$ cat src/rtl/shift2_reg_ctrl.sv
// Sequencer for the 2-bit-per-nucleotide database shift register: fetches words into a
// one-word prefetch buffer and slides the 512b window one nucleotide per downstream accept.
module shift2_reg_ctrl #(
   parameter int DATA_W       = 512,
   parameter int ADDR_W       = 32,
   parameter int CNT_W        = 16,
   parameter int POS_W        = 24,
   parameter int PRIME_SHIFTS = 11
) (
   input  logic              clk,
   input  logic              rst,
   input  logic              start,
   input  logic [ADDR_W-1:0] base_addr,
   input  logic [CNT_W-1:0]  num_words,
   output logic              busy,
   output logic              done,
   output logic              mem_req,
   output logic [ADDR_W-1:0] mem_addr,
   input  logic              mem_valid,
   input  logic [DATA_W-1:0] mem_data,
   output logic              sr_load,
   output logic              sr_shift,
   output logic [DATA_W-1:0] sr_data,
   output logic              win_valid,
   input  logic              win_ready,
   output logic [POS_W-1:0]  win_pos,
   output logic [2:0]        dbg_state
);

   localparam int WORD_NT = DATA_W / 2;
   localparam int NT_B    = $clog2(WORD_NT);
   localparam int PC_W    = $clog2(PRIME_SHIFTS + 1);

   typedef enum logic [2:0] {
      S_IDLE   = 3'd0,
      S_FETCH0 = 3'd1,
      S_LOAD0  = 3'd2,
      S_PRIME  = 3'd3,
      S_RUN    = 3'd4,
      S_FIN    = 3'd5
   } state_t;

   state_t              state_q, state_d;
   logic [CNT_W-1:0]    num_q, num_d;
   logic [CNT_W-1:0]    req_idx_q, req_idx_d;
   logic                pend_q, pend_d;
   logic                full_q, full_d;
   logic [DATA_W-1:0]   buf_q, buf_d;
   logic [ADDR_W-1:0]   addr_q, addr_d;
   logic [POS_W-1:0]    pos_q, pos_d;
   logic [PC_W-1:0]     prime_q, prime_d;

   logic                req_ok;
   logic                take;
   logic                boundary;
   logic                is_final;
   logic [CNT_W-1:0]    word_last;
   logic [POS_W-1:0]    final_pos;

   always_ff @(posedge clk) begin
      if (!rst) begin
         state_q   <= S_IDLE;
         num_q     <= '0;
         req_idx_q <= '0;
         pend_q    <= 1'b0;
         full_q    <= 1'b0;
         buf_q     <= '0;
         addr_q    <= '0;
         pos_q     <= '0;
         prime_q   <= '0;
      end else begin
         state_q   <= state_d;
         num_q     <= num_d;
         req_idx_q <= req_idx_d;
         pend_q    <= pend_d;
         full_q    <= full_d;
         buf_q     <= buf_d;
         addr_q    <= addr_d;
         pos_q     <= pos_d;
         prime_q   <= prime_d;
      end
   end

   // Window handshake: win_valid/win_pos are stable until win_valid & win_ready is seen at a
   // rising edge; win_valid only drops without an accept when the next word is not buffered yet.
   always_comb begin
      state_d   = state_q;
      num_d     = num_q;
      req_idx_d = req_idx_q;
      pend_d    = pend_q;
      full_d    = full_q;
      buf_d     = buf_q;
      addr_d    = addr_q;
      pos_d     = pos_q;
      prime_d   = prime_q;
      sr_load   = 1'b0;
      sr_shift  = 1'b0;
      win_valid = 1'b0;
      done      = 1'b0;

      word_last = num_q - CNT_W'(1);
      final_pos = POS_W'({word_last, {NT_B{1'b0}}});
      boundary  = &pos_q[NT_B-1:0];
      is_final  = (pos_q == final_pos);

      // Single outstanding read; the address register advances when its data lands.
      req_ok = (state_q inside {S_FETCH0, S_PRIME, S_RUN}) && !full_q && !pend_q &&
               (req_idx_q < num_q);
      take   = mem_valid && pend_q && (state_q != S_IDLE);
      if (req_ok) begin
         pend_d    = 1'b1;
         req_idx_d = req_idx_q + CNT_W'(1);
      end
      if (take) begin
         buf_d  = mem_data;
         full_d = 1'b1;
         pend_d = 1'b0;
         addr_d = addr_q + ADDR_W'(1);
      end

      unique case (state_q)
         S_IDLE: begin
            if (start) begin
               num_d     = num_words;
               addr_d    = base_addr;
               req_idx_d = '0;
               pos_d     = '0;
               pend_d    = 1'b0;
               full_d    = 1'b0;
               state_d   = (num_words == '0) ? S_FIN : S_FETCH0;
            end
         end
         S_FETCH0: begin
            if (full_q) state_d = S_LOAD0;
         end
         S_LOAD0: begin
            sr_load = 1'b1;
            full_d  = 1'b0;
            prime_d = '0;
            state_d = S_PRIME;
         end
         S_PRIME: begin
            sr_shift = 1'b1;
            prime_d  = prime_q + PC_W'(1);
            if (prime_q == PC_W'(PRIME_SHIFTS - 1)) state_d = S_RUN;
         end
         S_RUN: begin
            win_valid = !(boundary && !full_q);
            if (win_valid && win_ready) begin
               if (is_final) begin
                  state_d = S_FIN;
               end else begin
                  sr_shift = 1'b1;
                  pos_d    = pos_q + POS_W'(1);
                  if (boundary) begin
                     sr_load = 1'b1;
                     full_d  = 1'b0;
                  end
               end
            end
         end
         S_FIN: begin
            done    = 1'b1;
            state_d = S_IDLE;
         end
         default: state_d = S_IDLE;
      endcase
   end

   assign busy      = (state_q != S_IDLE);
   assign mem_req   = req_ok;
   assign mem_addr  = addr_q;
   assign sr_data   = buf_q;
   assign win_pos   = pos_q;
   assign dbg_state = state_q;

endmodule
$ cat config.mk
export PLATFORM = sky130hd
export DESIGN_NAME = shift2_reg_ctrl
export DESIGN_NICKNAME = d
export VERILOG_FILES = /design/src/rtl/shift2_reg_ctrl.sv
export SDC_FILE = /design/constraint.sdc
export NUM_CORES = 1
export LEC_CHECK = 0
export ABC_CLOCK_PERIOD_IN_PS = 2650
export CORE_AREA = 2 2 441 443
export CTS_CLUSTER_DIAMETER = 100
export CTS_CLUSTER_SIZE = 10
export DETAILED_ROUTE_END_ITERATION = 7
export DIE_AREA = 0 0 443 445
export PLACE_DENSITY = 0.35
export SYNTH_ARGS = -nofsm -noshare
export SYNTH_HDL_FRONTEND = slang
export SYNTH_SLANG_ARGS = --single-unit
$ cat constraint.sdc
create_clock -name clk -period 2.65 [get_ports clk]
set_input_delay 0.6625 -clock clk [delete_from_list [all_inputs] [get_ports clk]]
set_output_delay 0.6625 -clock clk [all_outputs]
set_load 0.1 [all_outputs]
# == Yosys cells after proc, flatten, opt, wreduce, memory -nomap -nowiden ==
# Cells that the tools add are included.
# op_classes
eq_ne,13
n_reduce_logical,20
n_mux,37
n_addsub,5
order_cmp,1
# ops
operator,count
$mux 32,3
$mux 24,3
$mux 16,3
$pmux 24 s2,1
$add 32x1->32 const B,1
$add 24x1->24 const B,1
$eq 24x24->1,1
$mux 3,6
$add 16x1->16 const B,1
$logic_not 16->1,1
$lt 16x16->1,1
$mux 1,16
$sub 16x1->16 const B,1
$pmux 3 s5,1
$ne 2x2->1 const B,4
$pmux 4 s2,1
$reduce_and 8->1,1
$logic_and 1x1->1,7
$eq 3x2->1 const B,2
$eq 3x3->1 const B,2
$reduce_bool 3->1,2
$reduce_and 5->1,1
$add 4x1->4 const B,1
$eq 4x4->1 const B,1
other kinds (9),14
# totals
inputBits,565
regBits,609
output_inout_bits,577
wordCells,85

# == Longest topological paths before layout ==
# logic_depth
word_depth,9
mapped_depth,12
ltp_nobuf,11

# == Least setup slack after synthesis ==
# Ideal clock, no wire load.
# synth_path
kind,register to output
startpoint,register pos_q[19] (netlist: win_pos[19])
endpoint,output port sr_shift
path_buffers,1
t_required_ns,1.987
path_stages_with_launch,8
t_arrival_ns,4.092
slack_ns,-2.104
path_cell_list,dfxtp_1 > clkbuf_1 > xor2_1 > nor4_1 > or3b_1 > nand2_1 > nor4_2 > o21ai_0
# synth_between
elab_chain_len,4
# synth_rtl
element,line,rtl
"start, declared",50,"logic [POS_W-1:0] pos_q, pos_d;"
"start signal, assigned",79,pos_q <= pos_d;
$eq 24x24->1,104,is_final = (pos_q == final_pos);
$mux 1,150,if (is_final) begin
$mux 1,149,if (win_valid && win_ready) begin
$pmux 1 s2,121,unique case (state_q)
"end, declared",22,"output logic sr_shift,"
# No other way between the ends.

# == Worst setup path after layout ==
# layout_path
startpoint,register num_q[2]
endpoint,output port sr_shift
# layout_between
elab_chain_len,5
# layout_rtl
element,line,rtl
"start, declared",44,"logic [CNT_W-1:0] num_q, num_d;"
"start signal, assigned",73,num_q <= num_d;
$sub 16x1->16,101,word_last = num_q - CNT_W'(1);
$eq 24x24->1,104,
$mux 1,150,
$mux 1,149,
$pmux 1 s2,121,
# No other way between the ends.

==> impl_metrics.ini <==
[status]
status = complete, but fails checks
violations = negative setup slack

[sta]
final.setup.tns_ns = -3.08
setup_slack_ns = -0.975
relSlewSlack_pct = 49.8
rsz0062_at_grt = yes
tightest_slew_ns = 0.748
fmax_mhz = 276
fin_crit_ns = 3.62
finalHoldViolCount = 0
finalMaxSlewViolations = 0
fin_crit_sh_pct = 137
skew_ns = 0.0355
setup_viol = 13

[synth]
syn-instance-count = 2945
ys_seq_area_share_pct = 53.0
syn_area_per_cell_um2 = 7.81
synth_edf_count = 0
synth_area_um2 = 23000
ys_seq_elements = 609
syn-num-nets = 3532
synthArstFlopShare_pct = 0
synth-main-ff-cell = dfxtp_1
yosysWarnings = 0
yosysUniqueCellTypes = 59

[detailed_routing]
dr.pass1.iters = 5
wire_per_inst_um = 25.4
drt.antenna.violating_nets = 0
vias = 25700
first_iter_violations = 1623
wl_um = 171000
via_per_inst = 3.81
drc = 0

[setup_path]
crit_start = num_q[2]
crit_path_cell_trace = buf_4 -> or4_1 -> o211ai_1 -> or3b_1 -> nand2_1 -> nor4_4 -> o21ai_4 -> buf_12
max_stage_delay_ns = 0.54
worst-path-stages = 8
regToRegEndpoint = win_pos[10]
cp_data_required_time_ns = 1.99
crit_buf_inv = 2
rr_startpoint = num_q[3]
cp_slowest_cell = or4_1
crit_path_end_kind = output port
r2r_slack_ns = -0.18
cp_max_fo = 9
start_kind = flop
ff2ff_path_depth = 11
worst-setup-path-type = flop to output port
critical-path-top-delay-family = simple AND/OR/NAND/NOR gates
critPathCapture = sr_shift
arrival_ns = 2.96

[floorplan]
die_h_um = 445
core_area_um2 = 192000
io_pins = 1142
dieArea_um2 = 197000
rows = 161
chipWidth_um = 443
start_util_pct = 12.0

[layout]
fin_area_um2 = 40300
stdcell_count = 6738
drive_above_1_share_pct = 24.6
area_growth_pct = 75.2
final_core_util_pct = 21.0
nNetsFinal = 4774

[place]
hpwl_um = 140000
dp.cells = 6616
numPortBuffers = 1141
dpl-instance-area_um2 = 37500
gp_congestion = 0.934

[power_and_ir_drop]
totalPowerFinal_uw = 33900
worst_ir_drop_vdd_uv = 481
p_per_area_nw_per_um2 = 841
p_leak_uw = 0.0150

[grt]
antenna_found_initial = 60
grt_pass1_vias = 24800
grt-ovfl-total = 0
grtUsageTotal_pct = 16.6
grt_max_degree = 109
grt_pass1_wl_um = 224000

[run]
drv_cap = 0

[clock_network]
cts-buffers-inserted = 75
cts_sinks = 609
cts_tree = built
clk_latency_ns = 0.69
cts_root_buf = clkbuf_16
clkTransAtPathRegs_ns = 0.06
cts-htree-levels = 3
clk_path_buf_depth = 3

[min_path]
min_from = sr_data[448]
hp-class = flop to flop
[worst reg2reg max path: cells and delay by family (launching register included)]
family | cells | cell delay [ns]
AND/OR/NAND/NOR | 5 | 1.10
multiplexers | 1 | 0.11
buffers and inverters | 3 | 0.47
flip-flops | 1 | 0.44
AO/OA/AOI/OAI | 1 | 0.30
XOR/XNOR | 1 | 0.31
[metal layers]
metal | wire length (um) | share of wire, % | global-route usage, % | up-vias
li1 | - | - | - | 12200
met1 | 70700 | 41 | 20.0 | 12400
met2 | 84400 | 49 | 28.7 | 812
met3 | 12700 | 7.4 | 5.16 | 214
met4 | 3450 | 2.0 | 3.86 | 16
met5 | 102 | 0.060 | 0 | -
[cells by family after synthesis]
group           count (synthesis)  share of synthesized area [%]
fa+ha+maj                      22                           1.20
buf+inv                       233                           3.86
xor+xnor                       73                           2.78
simple gates                 1357                           24.1
compound gates                646                           14.8
flops                         609                           53.0
mux                             5                          0.223
[cells in the mapped netlist, types with 5 or more instances]
cell / count / area share [%]
nand4_1: 18 / 0.49
inv_1: 28 / 0.46
or4_1: 14 / 0.46
xnor2_1: 32 / 1.2
xor2_1: 41 / 1.6
nor2_1: 86 / 1.4
dfxtp_1: 609 / 53
a211oi_1: 27 / 0.88
nor4_1: 14 / 0.38
clkbuf_1: 196 / 3.2
nand2_1: 1110 / 18
nand3_1: 32 / 0.70
or3_1: 5 / 0.14
nor3_1: 21 / 0.46
or2_2: 6 / 0.16
and3_1: 15 / 0.41
a21oi_1: 562 / 12
o21ai_0: 20 / 0.44
ha_1: 22 / 1.2
nand2b_1: 5 / 0.14
o31ai_1: 9 / 0.29
[power breakdown]
group          internal (uW)  leakage (uW)  switching, uW
clock                   5390       0.00104           4550
combinational           3630       0.00898           9560
sequential              9990       0.00495            798
total                  19000        0.0150          14900
[metrics by stage]
| step | hold slack, ns | worst slack (ns) |
|---|---|---|
| floorplan | 0.448 | -0.406 |
| global placement | 0.442 | -0.724 |
| detailed placement | 0.447 | -0.502 |
| CTS | 0.405 | -1.19 |
| global route | 0.461 | -1.13 |
| finish | 0.452 | -0.975 |
[layout make-up]
| class | instances | area, um^2 |
|---|---|---|
| Antenna cell | 7 | 17.5 |
| Clock buffer | 84 | 1980 |
| Clock inverter | 11 | 136 |
| Fill cell | 21500 | 152000 |
| Inverter | 29 | 140 |
| Multi-Input combinational cell | 2105 | 10400 |
| Sequential cell | 609 | 12300 |
| Tap cell | 2526 | 3160 |
| Timing Repair Buffer | 1367 | 12200 |
[registers in the layout, indices dropped and copies added, names as in the netlist]
| signal | count |
|---|---|
| req_idx_q | 16 |
| prime_q | 4 |
| num_q | 16 |
| dbg_state | 3 |
| mem_addr | 32 |
| win_pos | 24 |
| pend_q | 1 |
| full_q | 1 |
| sr_data | 512 |
[layout by cell type (no fill, tap or decap), types with 8 or more instances in the layout]
| cell | Yosys | layout |
|---|---|---|
| o21ai_0 | 20 | 17 |
| buf_6 | 1 | 12 |
| nor3_1 | 21 | 18 |
| nand2_1 | 1110 | 1104 |
| clkbuf_16 | 0 | 78 |
| nor2_1 | 86 | 79 |
| nor2_4 | 0 | 9 |
| nor4_1 | 14 | 8 |
| dfxtp_1 | 609 | 562 |
| or4_1 | 14 | 8 |
| ha_1 | 22 | 15 |
| buf_4 | 0 | 755 |
| a211oi_1 | 27 | 26 |
| nand4_1 | 18 | 18 |
| and3_1 | 15 | 15 |
| buf_12 | 0 | 35 |
| dfxtp_2 | 0 | 36 |
| dfxtp_4 | 0 | 11 |
| xor2_1 | 41 | 40 |
| a21oi_1 | 562 | 556 |
| inv_1 | 28 | 19 |
| clkdlybuf4s50_1 | 0 | 564 |
| nand3_1 | 32 | 29 |
| xnor2_1 | 32 | 31 |
[worst min-delay path by stage]
stage	cells past startpoint	endpoint
CTS	3	sr_data[211]
global route	3	sr_data[183]
global placement	2	sr_data[302]
finish	2	sr_data[448]
detailed placement	2	sr_data[448]
floorplan	1	prime_q[3]
[repair_timing]
action | in CTS | in global routing
resized for setup | 47 | 66
hold buffers | 0 | 0
endpoints found under the hold margin | 0 | 0
pin swaps | 8 | 34
cloned | 0 | 3
setup buffers | 6 | 14
endpoints found under the setup margin | 29 | 25
Power figures use the tool's default switching activity.
